===== src/rtl/clk_reset_sequencer_if.sv =====
// Board-side bundle of the reset sequencer: the raw button going in and the
// sequenced resets, clock enable and status coming out.
// The sequencer owns the master side; the SoC/board harness owns the slave side.

interface clk_reset_sequencer_if #(
   parameter int NUM_DOMAINS = 2
);

   logic                   btn_reset;
   logic                   ce_o;
   logic                   clk_div_o;
   logic [NUM_DOMAINS-1:0] rst_o;
   logic                   btn_db_o;
   logic                   ready_o;
   logic [7:0]             reset_count_o;

   modport master (
      input  btn_reset,
      output ce_o,
      output clk_div_o,
      output rst_o,
      output btn_db_o,
      output ready_o,
      output reset_count_o
   );

   modport slave (
      output btn_reset,
      input  ce_o,
      input  clk_div_o,
      input  rst_o,
      input  btn_db_o,
      input  ready_o,
      input  reset_count_o
   );

endinterface


===== src/rtl/clk_reset_sequencer.sv =====
// Board-level reset sequencer: synchronises and debounces the reset button,
// holds all domains in reset for POR_CYCLES, releases NUM_DOMAINS resets in
// ascending order STAGGER_CYCLES apart, and produces a free-running clock
// enable plus a legacy divided clock.
//
// Every flop resets to 0. The domain resets are stored inverted (a 1 means
// "released"), the FSM encodes HOLD as 0 and the button path is normalised
// so that "not pressed" is 0. The all-zero configuration state therefore is
// the reset state, and the sequence runs from bitstream load without any
// reset pulse.

module clk_reset_sequencer #(
   parameter int SYNC_STAGES     = 2,
   parameter int DEBOUNCE_CYCLES = 1000,
   parameter int POR_CYCLES      = 20,
   parameter int NUM_DOMAINS     = 2,
   parameter int STAGGER_CYCLES  = 4,
   parameter int CLK_DIV         = 2,
   parameter bit BTN_ACTIVE_HIGH = 1'b1
) (
   input  logic                  clk,
   input  logic                  reset,
   clk_reset_sequencer_if.master bus
);

   // Counter widths: $clog2 of each limit, never below one bit.
   localparam int DB_W   = (DEBOUNCE_CYCLES > 1) ? $clog2(DEBOUNCE_CYCLES) : 1;
   localparam int HOLD_W = (POR_CYCLES > 1)      ? $clog2(POR_CYCLES)      : 1;
   localparam int STAG_W = (STAGGER_CYCLES > 1)  ? $clog2(STAGGER_CYCLES)  : 1;
   localparam int DIV_W  = (CLK_DIV > 1)         ? $clog2(CLK_DIV)         : 1;

   localparam logic [DB_W-1:0]   DB_LAST   = DB_W'(DEBOUNCE_CYCLES - 1);
   localparam logic [HOLD_W-1:0] HOLD_LAST = HOLD_W'(POR_CYCLES - 1);
   localparam logic [STAG_W-1:0] STAG_LAST = STAG_W'(STAGGER_CYCLES - 1);
   localparam logic [DIV_W-1:0]  DIV_LAST  = DIV_W'(CLK_DIV - 1);

   localparam logic [NUM_DOMAINS-1:0] NONE_RELEASED = '0;
   localparam logic [NUM_DOMAINS-1:0] ALL_RELEASED  = '1;
   localparam logic [NUM_DOMAINS-1:0] FIRST_DOMAIN  = NUM_DOMAINS'(1);

   typedef enum logic [1:0] {
      ST_HOLD    = 2'd0,
      ST_RELEASE = 2'd1,
      ST_RUN     = 2'd2
   } state_t;

   // Button path
   logic                   btn_norm;
   logic [SYNC_STAGES-1:0] sync_q;
   logic                   btn_sync;
   logic [DB_W-1:0]        db_cnt_q;
   logic [DB_W-1:0]        db_cnt_d;
   logic                   btn_db_q;
   logic                   btn_db_d;
   logic                   btn_db_prev_q;
   logic                   press;

   // Press counter
   logic [7:0]             press_cnt_q;
   logic [7:0]             press_cnt_d;

   // Sequencing FSM
   state_t                 state_q;
   logic [HOLD_W-1:0]      hold_cnt_q;
   logic [STAG_W-1:0]      stag_cnt_q;
   logic [NUM_DOMAINS-1:0] released_q;
   logic [NUM_DOMAINS-1:0] released_next;
   logic                   ready_q;

   // Clock divider
   logic [DIV_W-1:0]       div_cnt_q;
   logic [DIV_W-1:0]       div_cnt_d;
   logic                   ce;
   logic                   clk_div_q;

   // Fold the button polarity so that 1 always means "pressed".
   assign btn_norm = BTN_ACTIVE_HIGH ? bus.btn_reset : ~bus.btn_reset;
   assign btn_sync = sync_q[SYNC_STAGES-1];

   // Synchroniser chain for the asynchronous button; idles at "not pressed".
   always_ff @(posedge clk) begin
      if (reset) begin
         sync_q <= '0;
      end else begin
         sync_q <= {sync_q[SYNC_STAGES-2:0], btn_norm};
      end
   end

   // Debounce: count consecutive cycles where the synchronised level differs
   // from the accepted level; accept it once the run is long enough.
   always_comb begin
      db_cnt_d = db_cnt_q;
      btn_db_d = btn_db_q;
      if (btn_sync == btn_db_q) begin
         db_cnt_d = '0;
      end else if (db_cnt_q == DB_LAST) begin
         db_cnt_d = '0;
         btn_db_d = btn_sync;
      end else begin
         db_cnt_d = db_cnt_q + DB_W'(1);
      end
   end

   // Debounce state and the delayed copy used for press edge detection.
   always_ff @(posedge clk) begin
      if (reset) begin
         db_cnt_q      <= '0;
         btn_db_q      <= 1'b0;
         btn_db_prev_q <= 1'b0;
      end else begin
         db_cnt_q      <= db_cnt_d;
         btn_db_q      <= btn_db_d;
         btn_db_prev_q <= btn_db_q;
      end
   end

   // A press is accepted in the cycle after the debounced level rises.
   assign press = btn_db_q & ~btn_db_prev_q;

   // Saturating count of accepted presses.
   always_comb begin
      press_cnt_d = press_cnt_q;
      if (press && (press_cnt_q != 8'hFF)) begin
         press_cnt_d = press_cnt_q + 8'd1;
      end
   end

   // Press counter register.
   always_ff @(posedge clk) begin
      if (reset) begin
         press_cnt_q <= 8'd0;
      end else begin
         press_cnt_q <= press_cnt_d;
      end
   end

   // Next release pattern: one more domain released, lowest bit first.
   assign released_next = (released_q << 1) | FIRST_DOMAIN;

   // Sequencing FSM: HOLD for POR_CYCLES idle cycles, release domains one
   // STAGGER_CYCLES apart, then RUN until the next accepted press.
   always_ff @(posedge clk) begin
      if (reset) begin
         state_q    <= ST_HOLD;
         hold_cnt_q <= '0;
         stag_cnt_q <= '0;
         released_q <= NONE_RELEASED;
         ready_q    <= 1'b0;
      end else if (press) begin
         state_q    <= ST_HOLD;
         hold_cnt_q <= '0;
         stag_cnt_q <= '0;
         released_q <= NONE_RELEASED;
         ready_q    <= 1'b0;
      end else begin
         case (state_q)
            ST_HOLD: begin
               released_q <= NONE_RELEASED;
               ready_q    <= 1'b0;
               stag_cnt_q <= '0;
               if (btn_db_q) begin
                  // Button still held down: keep the hold interval from starting.
                  hold_cnt_q <= '0;
               end else if (hold_cnt_q == HOLD_LAST) begin
                  hold_cnt_q <= '0;
                  if (NUM_DOMAINS == 1) begin
                     state_q    <= ST_RUN;
                     released_q <= ALL_RELEASED;
                     ready_q    <= 1'b1;
                  end else begin
                     state_q    <= ST_RELEASE;
                     released_q <= FIRST_DOMAIN;
                  end
               end else begin
                  hold_cnt_q <= hold_cnt_q + HOLD_W'(1);
               end
            end

            ST_RELEASE: begin
               hold_cnt_q <= '0;
               if (stag_cnt_q == STAG_LAST) begin
                  stag_cnt_q <= '0;
                  released_q <= released_next;
                  if (released_next == ALL_RELEASED) begin
                     state_q <= ST_RUN;
                     ready_q <= 1'b1;
                  end
               end else begin
                  stag_cnt_q <= stag_cnt_q + STAG_W'(1);
               end
            end

            ST_RUN: begin
               hold_cnt_q <= '0;
               stag_cnt_q <= '0;
               released_q <= ALL_RELEASED;
               ready_q    <= 1'b1;
            end

            default: begin
               state_q    <= ST_HOLD;
               hold_cnt_q <= '0;
               stag_cnt_q <= '0;
               released_q <= NONE_RELEASED;
               ready_q    <= 1'b0;
            end
         endcase
      end
   end

   // Divider wraps at CLK_DIV-1. The enable is gated by reset so that it is
   // low while reset is applied and, with CLK_DIV=1, high from the first
   // cycle after reset.
   assign div_cnt_d = (div_cnt_q == DIV_LAST) ? '0 : div_cnt_q + DIV_W'(1);
   assign ce        = (div_cnt_q == DIV_LAST) && !reset;

   // Free-running divider and the legacy divided clock toggled on each enable.
   always_ff @(posedge clk) begin
      if (reset) begin
         div_cnt_q <= '0;
         clk_div_q <= 1'b0;
      end else begin
         div_cnt_q <= div_cnt_d;
         clk_div_q <= clk_div_q ^ ce;
      end
   end

   assign bus.ce_o          = ce;
   assign bus.clk_div_o     = clk_div_q;
   assign bus.rst_o         = ~released_q;
   assign bus.btn_db_o      = btn_db_q;
   assign bus.ready_o       = ready_q;
   assign bus.reset_count_o = press_cnt_q;

endmodule


===== src/flat_wrapper.sv =====
// flat-port wrapper written by rule: the top's interface ports become plain ports
module clk_reset_sequencer_flat 
#(
   parameter int SYNC_STAGES     = 2,
   parameter int DEBOUNCE_CYCLES = 1000,
   parameter int POR_CYCLES      = 20,
   parameter int NUM_DOMAINS     = 2,
   parameter int STAGGER_CYCLES  = 4,
   parameter int CLK_DIV         = 2,
   parameter bit BTN_ACTIVE_HIGH = 1'b1
)
  (clk, reset, bus_btn_reset, bus_ce_o, bus_clk_div_o, bus_rst_o, bus_btn_db_o, bus_ready_o, bus_reset_count_o);
  clk_reset_sequencer_if #(.NUM_DOMAINS(NUM_DOMAINS)) bus_i ();
  input  logic clk;
  input  logic reset;
  input wire logic [$bits(bus_i.btn_reset)-1:0] bus_btn_reset;
  output wire logic [$bits(bus_i.ce_o)-1:0] bus_ce_o;
  output wire logic [$bits(bus_i.clk_div_o)-1:0] bus_clk_div_o;
  output wire logic [$bits(bus_i.rst_o)-1:0] bus_rst_o;
  output wire logic [$bits(bus_i.btn_db_o)-1:0] bus_btn_db_o;
  output wire logic [$bits(bus_i.ready_o)-1:0] bus_ready_o;
  output wire logic [$bits(bus_i.reset_count_o)-1:0] bus_reset_count_o;
  assign bus_i.btn_reset = bus_btn_reset;
  assign bus_ce_o = bus_i.ce_o;
  assign bus_clk_div_o = bus_i.clk_div_o;
  assign bus_rst_o = bus_i.rst_o;
  assign bus_btn_db_o = bus_i.btn_db_o;
  assign bus_ready_o = bus_i.ready_o;
  assign bus_reset_count_o = bus_i.reset_count_o;
  clk_reset_sequencer #(.SYNC_STAGES(SYNC_STAGES), .DEBOUNCE_CYCLES(DEBOUNCE_CYCLES), .POR_CYCLES(POR_CYCLES), .NUM_DOMAINS(NUM_DOMAINS), .STAGGER_CYCLES(STAGGER_CYCLES), .CLK_DIV(CLK_DIV), .BTN_ACTIVE_HIGH(BTN_ACTIVE_HIGH)) u_core (.clk(clk), .reset(reset), .bus(bus_i));
endmodule

===== config.mk =====
export PLATFORM = sky130hd
export DESIGN_NAME = clk_reset_sequencer_flat
export DESIGN_NICKNAME = d
export VERILOG_FILES = /design/src/rtl/clk_reset_sequencer_if.sv /design/src/rtl/clk_reset_sequencer.sv /design/src/flat_wrapper.sv
export SDC_FILE = /design/constraint.sdc
export NUM_CORES = 1
export LEC_CHECK = 0
export ABC_AREA = 1
export ABC_CLOCK_PERIOD_IN_PS = 1600
export CORE_ASPECT_RATIO = 1.25
export CORE_UTILIZATION = 50
export CTS_CLUSTER_SIZE = 8
export DETAILED_ROUTE_END_ITERATION = 6
export HOLD_SLACK_MARGIN = 0.02
export PLACE_DENSITY = 0.71
export SLEW_MARGIN = 20
export SYNTH_ARGS = -nofsm -noshare
export SYNTH_HDL_FRONTEND = slang
export SYNTH_SLANG_ARGS = --single-unit

===== constraint.sdc =====
create_clock -name clk -period 1.6 [get_ports clk]
set_clock_uncertainty 0.05 [all_clocks]
set_input_delay 0.24 -clock clk [delete_from_list [all_inputs] [get_ports clk]]
set_output_delay 0.24 -clock clk [all_outputs]
set_load 0.02 [all_outputs]

## Yosys cells after proc, flatten, opt, wreduce, memory -nomap -nowiden

Cells that the tools add are included.

- Word-level logic and storage cells: 60
- Bits in read-only memories: 0
- Output and inout bits: 14
- Register bits: 36
- Memory bits (writable): 0
- Bits of input ports: 3
- Latch bits: 0
- Memories kept: 0

- Multipliers: 0
- Order comparisons: 0
- Shift operators: 0
- Reduce and logical (&&, ||, !) cells: 12
- Muxes and demuxes: 12
- Div/mod/pow operators: 0
- $add $sub $neg: 5
- Bitwise logic cells: 8
- Equal/unequal tests: 11

Operator list:

| kind | count |
|---|---|
| 2-to-1 mux 2 bit | 6 |
| one-hot mux 2 bit (3 select lines) | 2 |
| adder 10 x 1 -> 10 bit (second input constant) | 1 |
| == test 10 bit (second input constant) | 1 |
| adder 8 x 1 -> 8 bit (second input constant) | 1 |
| != test 8 bit (second input constant) | 1 |
| != test 2 x 1 -> 1 bit (second input constant) | 3 |
| adder 5 x 1 -> 5 bit (second input constant) | 1 |
| == test 5 bit (second input constant) | 1 |
| NOT 1 bit | 5 |
| AND reduction 5 bit | 1 |
| OR reduction 5 bit | 1 |
| == test 2 bit (second input constant) | 2 |
| AND reduction 2 bit | 2 |
| OR reduction 2 bit | 2 |
| OR reduction 4 bit | 1 |
| 2-to-1 mux 1 bit | 3 |
| OR reduction 3 bit | 1 |
| adder 2 x 1 -> 2 bit (second input constant) | 1 |
| == test 2 x 1 -> 1 bit (second input constant) | 1 |
| logical AND 1 bit | 2 |
| logical NOT 2 bit | 1 |
| != test 2 bit (second input constant) | 1 |
| NOT 2 bit | 1 |
| 6 further kinds | 6 |

## Longest topological paths before layout

- Depth in word-level cells: 4
- Mapped depth: 9
- Depth with buffers taken out: 8

## Worst setup path after synthesis

Ideal clock, no wire load.

- Path kind: register -> register
- Start point: register u_core.press_cnt_q[0] (netlist: u_core.bus.reset_count_o[0])
- End point: register u_core.press_cnt_q[4] (netlist: u_core.bus.reset_count_o[4])
- Library setup time: 0.113 ns
- Period minus slack after synthesis: 1.456 ns
- Setup slack: 0.144 ns
- Path buffers: 1
- Data arrival time: 1.293 ns
- Required time: 1.437 ns
- Cell stages (with the launch flop): 10
- Path through: dfxtp_1 ha_1 nand2_1 nor2_2 nand2_1 buf_6 nand3_1 nand2_1 nand2_1 nor2_1

- Cells in the longest elaborated chain, start to end: 2
- Elaborated cells between the ends (all ways): 3
- Those cells by class: add/sub: 1; eq/ne: 1; reduce/logical: 1

RTL lines:

| item | RTL line | source |
|---|---|---|
| start: declaration | clk_reset_sequencer.sv:59 | `logic [7:0] press_cnt_q;` |
| start signal: assignment | clk_reset_sequencer.sv:133 | `press_cnt_q <= press_cnt_d;` |
| branches (longest 2 deep; another with adder 8 x 1 -> 8 bit) | n/a |  |

Several ways; the timed one is not identified.
A chain may end at the register's enable or synchronous reset.

## Worst setup path after layout

- Start point: register u_core.released_q[1]
- End point: output port bus_rst_o[1]

- Cells in the longest elaborated chain, start to end: 1

RTL lines:

| item | RTL line | source |
|---|---|---|
| start: declaration | clk_reset_sequencer.sv:66 | `logic [NUM_DOMAINS-1:0] released_q;` |
| start signal: assignment | clk_reset_sequencer.sv:183 | `released_q <= released_next;` |
| NOT 2 bit | clk_reset_sequencer.sv:230 | `assign bus.rst_o = ~released_q;` |
| end: declaration | flat_wrapper.sv:19 | `output wire logic [$bits(bus_i.rst_o)-1:0] bus_rst_o;` |

Every way passes these cells.

==> results.txt <==
----------------------------------------------------
[Floorplanning]
  Total I/O pin count ... 17
  FP Rows ... 23
  Core box area ... roughly 3300 um2
  Initial Util ... a little over half
  Width of the die ... 54.4 um
  Overall die height ... between 60 and 70 um
  Die area ... ~3700 um2

[Critical path]
  Highest cell delay on the worst timing path ... ~0.6 ns
  Highest net fanout along the worst path ... 2
  Cell with the largest stage delay on the worst path ... clkdlybuf4s50_1
  Ordered cell list for the critical path ... inv_1, clkdlybuf4s50_1
  Class of the most critical setup path ... reg2out
  Worst setup EP type ... primary output
  Critical path arrival ... roughly 1.2 ns
  Kind of cell adding the most delay to the critical path ... buffers and inverters
  Critical path data required time ... between 1 and 1.5 ns
  Buffers and inverters on the worst path ... 2
  Sort of element at the start of the critical path ... flip-flop

[Final layout]
  Antenna cells ... 0
  Synthesis-to-layout area growth ... 18.8%
  Finished Cell Area ... ~2000 um2
  Fraction of final layout cells sized beyond drive strength 1 ... roughly 11%
  Filler cells ... just under 300
  Storage cell area ... ~720 um2
  Multi-input gate area ... approximately 850 um2
  Number of nets in the layout ... about 270
  Fin util ... a little over three fifths

[Pwr]
  Maximum resistive drop on vdd ... roughly 0.0012 V
  Internal Power ... between 1 and 1.5 mW
  Power density normalized to cell area ... between 700 and 800 nW/um2
  Portion of total power attributed to combinational logic ... ~4.0%
  Switching share of power ... ~22%
  Leakage component of the power ... 0.919 nW
  Share of power burned in the clock network ... roughly 38%
  Net switching power figure ... between 300 and 400 uW
  Sequential group share of total power ... about three fifths

[Clock network]
  Root cell of the clock tree ... clkbuf_8
  Max clock buf depth ... 2
  Clock slew seen by the registers of the worst setup and hold paths ... 0.07 ns
  Clk sinks ... 36
  Post-CTS Setup Bufs ... 0
  H-tree lvl count ... 2
  Clock tree from TritonCTS ... built
  Quantity of hold-fixing buffers added after cts ... 0
  TritonCTS buffer count ... 5
  Worst-Skew Late Latency ... a little under 0.3 ns
  CTS-repair resized insts ... 6

[Logic synthesis]
  Proportion of netlist area held by the largest area contributor ... a little over two fifths
  Ys Warns ... 0
  Yosys cell types ... 26
  Flop and latch count out of synthesis ... 36
  Synth Instances ... approximately 230
  Synth Net Count ... roughly 240
  Sequential cell area fraction in the yosys report ... a little over two fifths
  Leading post-synthesis cells by cell area ... dfxtp_1 42%, nand2_1 11%, nor2_1 9.0%
  Yosys top cell by area ... dfxtp_1
  Post-synthesis cell area ... 1720 um2
  Synth cell count leaders ... 52 x nand2_1, 41 x nor2_1, 36 x dfxtp_1
  Ys flop type ... dfxtp_1
  FFs w/ async S/R, synth ... 0%
  Number of enable flip-flop cells after synthesis ... 0
  Mean area per synthesized cell ... between 7 and 8 um2
  Most common cell in the synthesized netlist ... nand2_1

[Detailed routing]
  Remaining antenna violation count ... 0
  Total wire length after detailed routing ... 3020 um
  Detailed-routing iteration count for the pre-antenna-repair pass ... 4
  Vias per std cell ... about 5.0
  Post-route DRC ... 0
  Drt first-iter violations ... just under 50
  Average detailed-routed wire length per instance ... between 10 and 15 um
  Vias after detailed routing ... around 1.5k

[GRT]
  Maximum number of pins on one net before global-route repair ... 13
  Number of global-route vias before repair ... ~1.2k
  Global-route wire length before repair ... 5110 um
  Initial antenna violation count ... 0
  Overall overflow remaining after global route ... 0
  Global-route usage over all layers ... between 10% and 20%

[STA]
  Worst setup margin ... 0.0704 ns
  Smallest hold slack ... roughly 0.36 ns
  Shortest clock period the worst path allows after layout ... approximately 1.5 ns
  Final-report max-slew violation count ... 0
  Unrepaired setup endpoints after global routing ... false
  Rel. slew slack ... between 80% and 90%
  Setup violations, final ... 0
  Slew at the pin closest to its max-slew limit ... 0.283 ns
  Final critical-path share of the clock period ... a little over nine tenths
  Total negative slack ... 0 ns
  Upper clock frequency limit ... 654 MHz
  Number of hold violations in the final report ... 0

[Placement]
  Area of placed instances ... 1960 um2
  Dpl hpwl ... between 2000 and 2500 um
  Final weighted congestion in routability-driven placement ... just under 0.8
  Worst slack after detailed placement ... -0.0545 ns
  Port Buffer Count ... 16

[Hold path]
  Class of the tightest hold or removal check ... reg2reg

[Job]
  Max-cap viol count ... 0

[Status]
  Status ... complete, no violations

----------------------------------------------------
-- path summary, 6_finish.rpt --
check | startpoint | to | slack (ns) | depth (start not counted)
max | u_core.released_q[1] | bus_rst_o[1] | 0.07 | 2
min | u_core.sync_q[0] | u_core.sync_q[1] | 0.36 | 2
min reg2reg | u_core.sync_q[0] | u_core.sync_q[1] | 0.36 | 2
max reg2reg | u_core.bus.reset_count_o[1] | u_core.bus.reset_count_o[2] | 0.21 | 7
-- worst register-to-register path, stage by stage (launching register included) --
cell and delay [ns]:
dfxtp_1 0.34, ha_1 0.19, nand2_1 0.09, nor2_2 0.12
nand2_1 0.14, buf_4 0.18, a31oi_1 0.12, nor2_1 0.05
-- through the flow --
stage	power [mW]	instances
3_5_place_dp	1.00	290
2_1_floorplan	0.980	231
3_3_place_gp	1.00	290
6_report	1.58	297
5_1_grt	1.65	297
4_1_cts	1.61	297
-- final cells by class --
type	instances	share of cell area (%)
clock buffer	6	3.56
timing repair buffer	25	11.4
multi-input combinational	163	41.6
sequential	36	35.3
clock inverter	1	0.245
tap	37	2.27
inverter	29	5.58
-- power by group through the flow --
stage          registers, mW  logic (mW)  clock network, mW
4_1_cts                0.919      0.0641              0.624
5_1_grt                0.920      0.0709              0.658
3_3_place_gp           0.940      0.0639                  0
3_5_place_dp           0.940      0.0648                  0
6_report               0.919      0.0631              0.598
2_1_floorplan          0.942      0.0385                  0
-- sequential cells by signal, indices dropped and copies added (netlist names) --
signal                    flops
u_core.btn_db_prev_q          1
u_core.bus.btn_db_o           1
u_core.bus.clk_div_o          1
u_core.bus.ready_o            1
u_core.bus.reset_count_o      8
u_core.db_cnt_q              10
u_core.div_cnt_q              1
u_core.hold_cnt_q             5
u_core.released_q             2
u_core.stag_cnt_q             2
u_core.state_q                2
u_core.sync_q                 2
-- per-layer routing --
metal / share of wire, % / global-route usage (%) / vias to the layer above
met1: 47 / 22.7 / 669
li1: - / - / 788
met3: 2.4 / 4.05 / 6
met5: 0 / 0 / -
met4: 1.8 / 9.62 / 0
met2: 49 / 32.2 / 17
-- layout by cell type, fill, tap and decap left out, drive strengths merged, types with 3 or more instances in the layout --
master,n
clkbuf,6
dlygate4sd2,6
nor2,43
buf,9
dlymetal6s2s,5
o21ai,6
a21oi,12
nand3,16
nand4,6
dfxtp,36
clkdlybuf4s50,5
ha,10
nand2,53
inv,28
xnor2,3
xor2,3
nor3,7
-- logic make-up (layout without fill, tap and decap cells) --
| logic type | Yosys count | after routing | share of synthesized area [%] |
|---|---|---|---|
| AOI/OAI and AO/OA | 19 | 19 | 6.05 |
| xor gates and xnor gates | 6 | 6 | 3.06 |
| adders and majority gates | 10 | 10 | 7.29 |
| buffers and inverters | 32 | 61 | 8.60 |
| DFF | 36 | 36 | 42.0 |
| and+or+nand+nor | 128 | 128 | 33.0 |
Power figures use the tool's default switching activity.
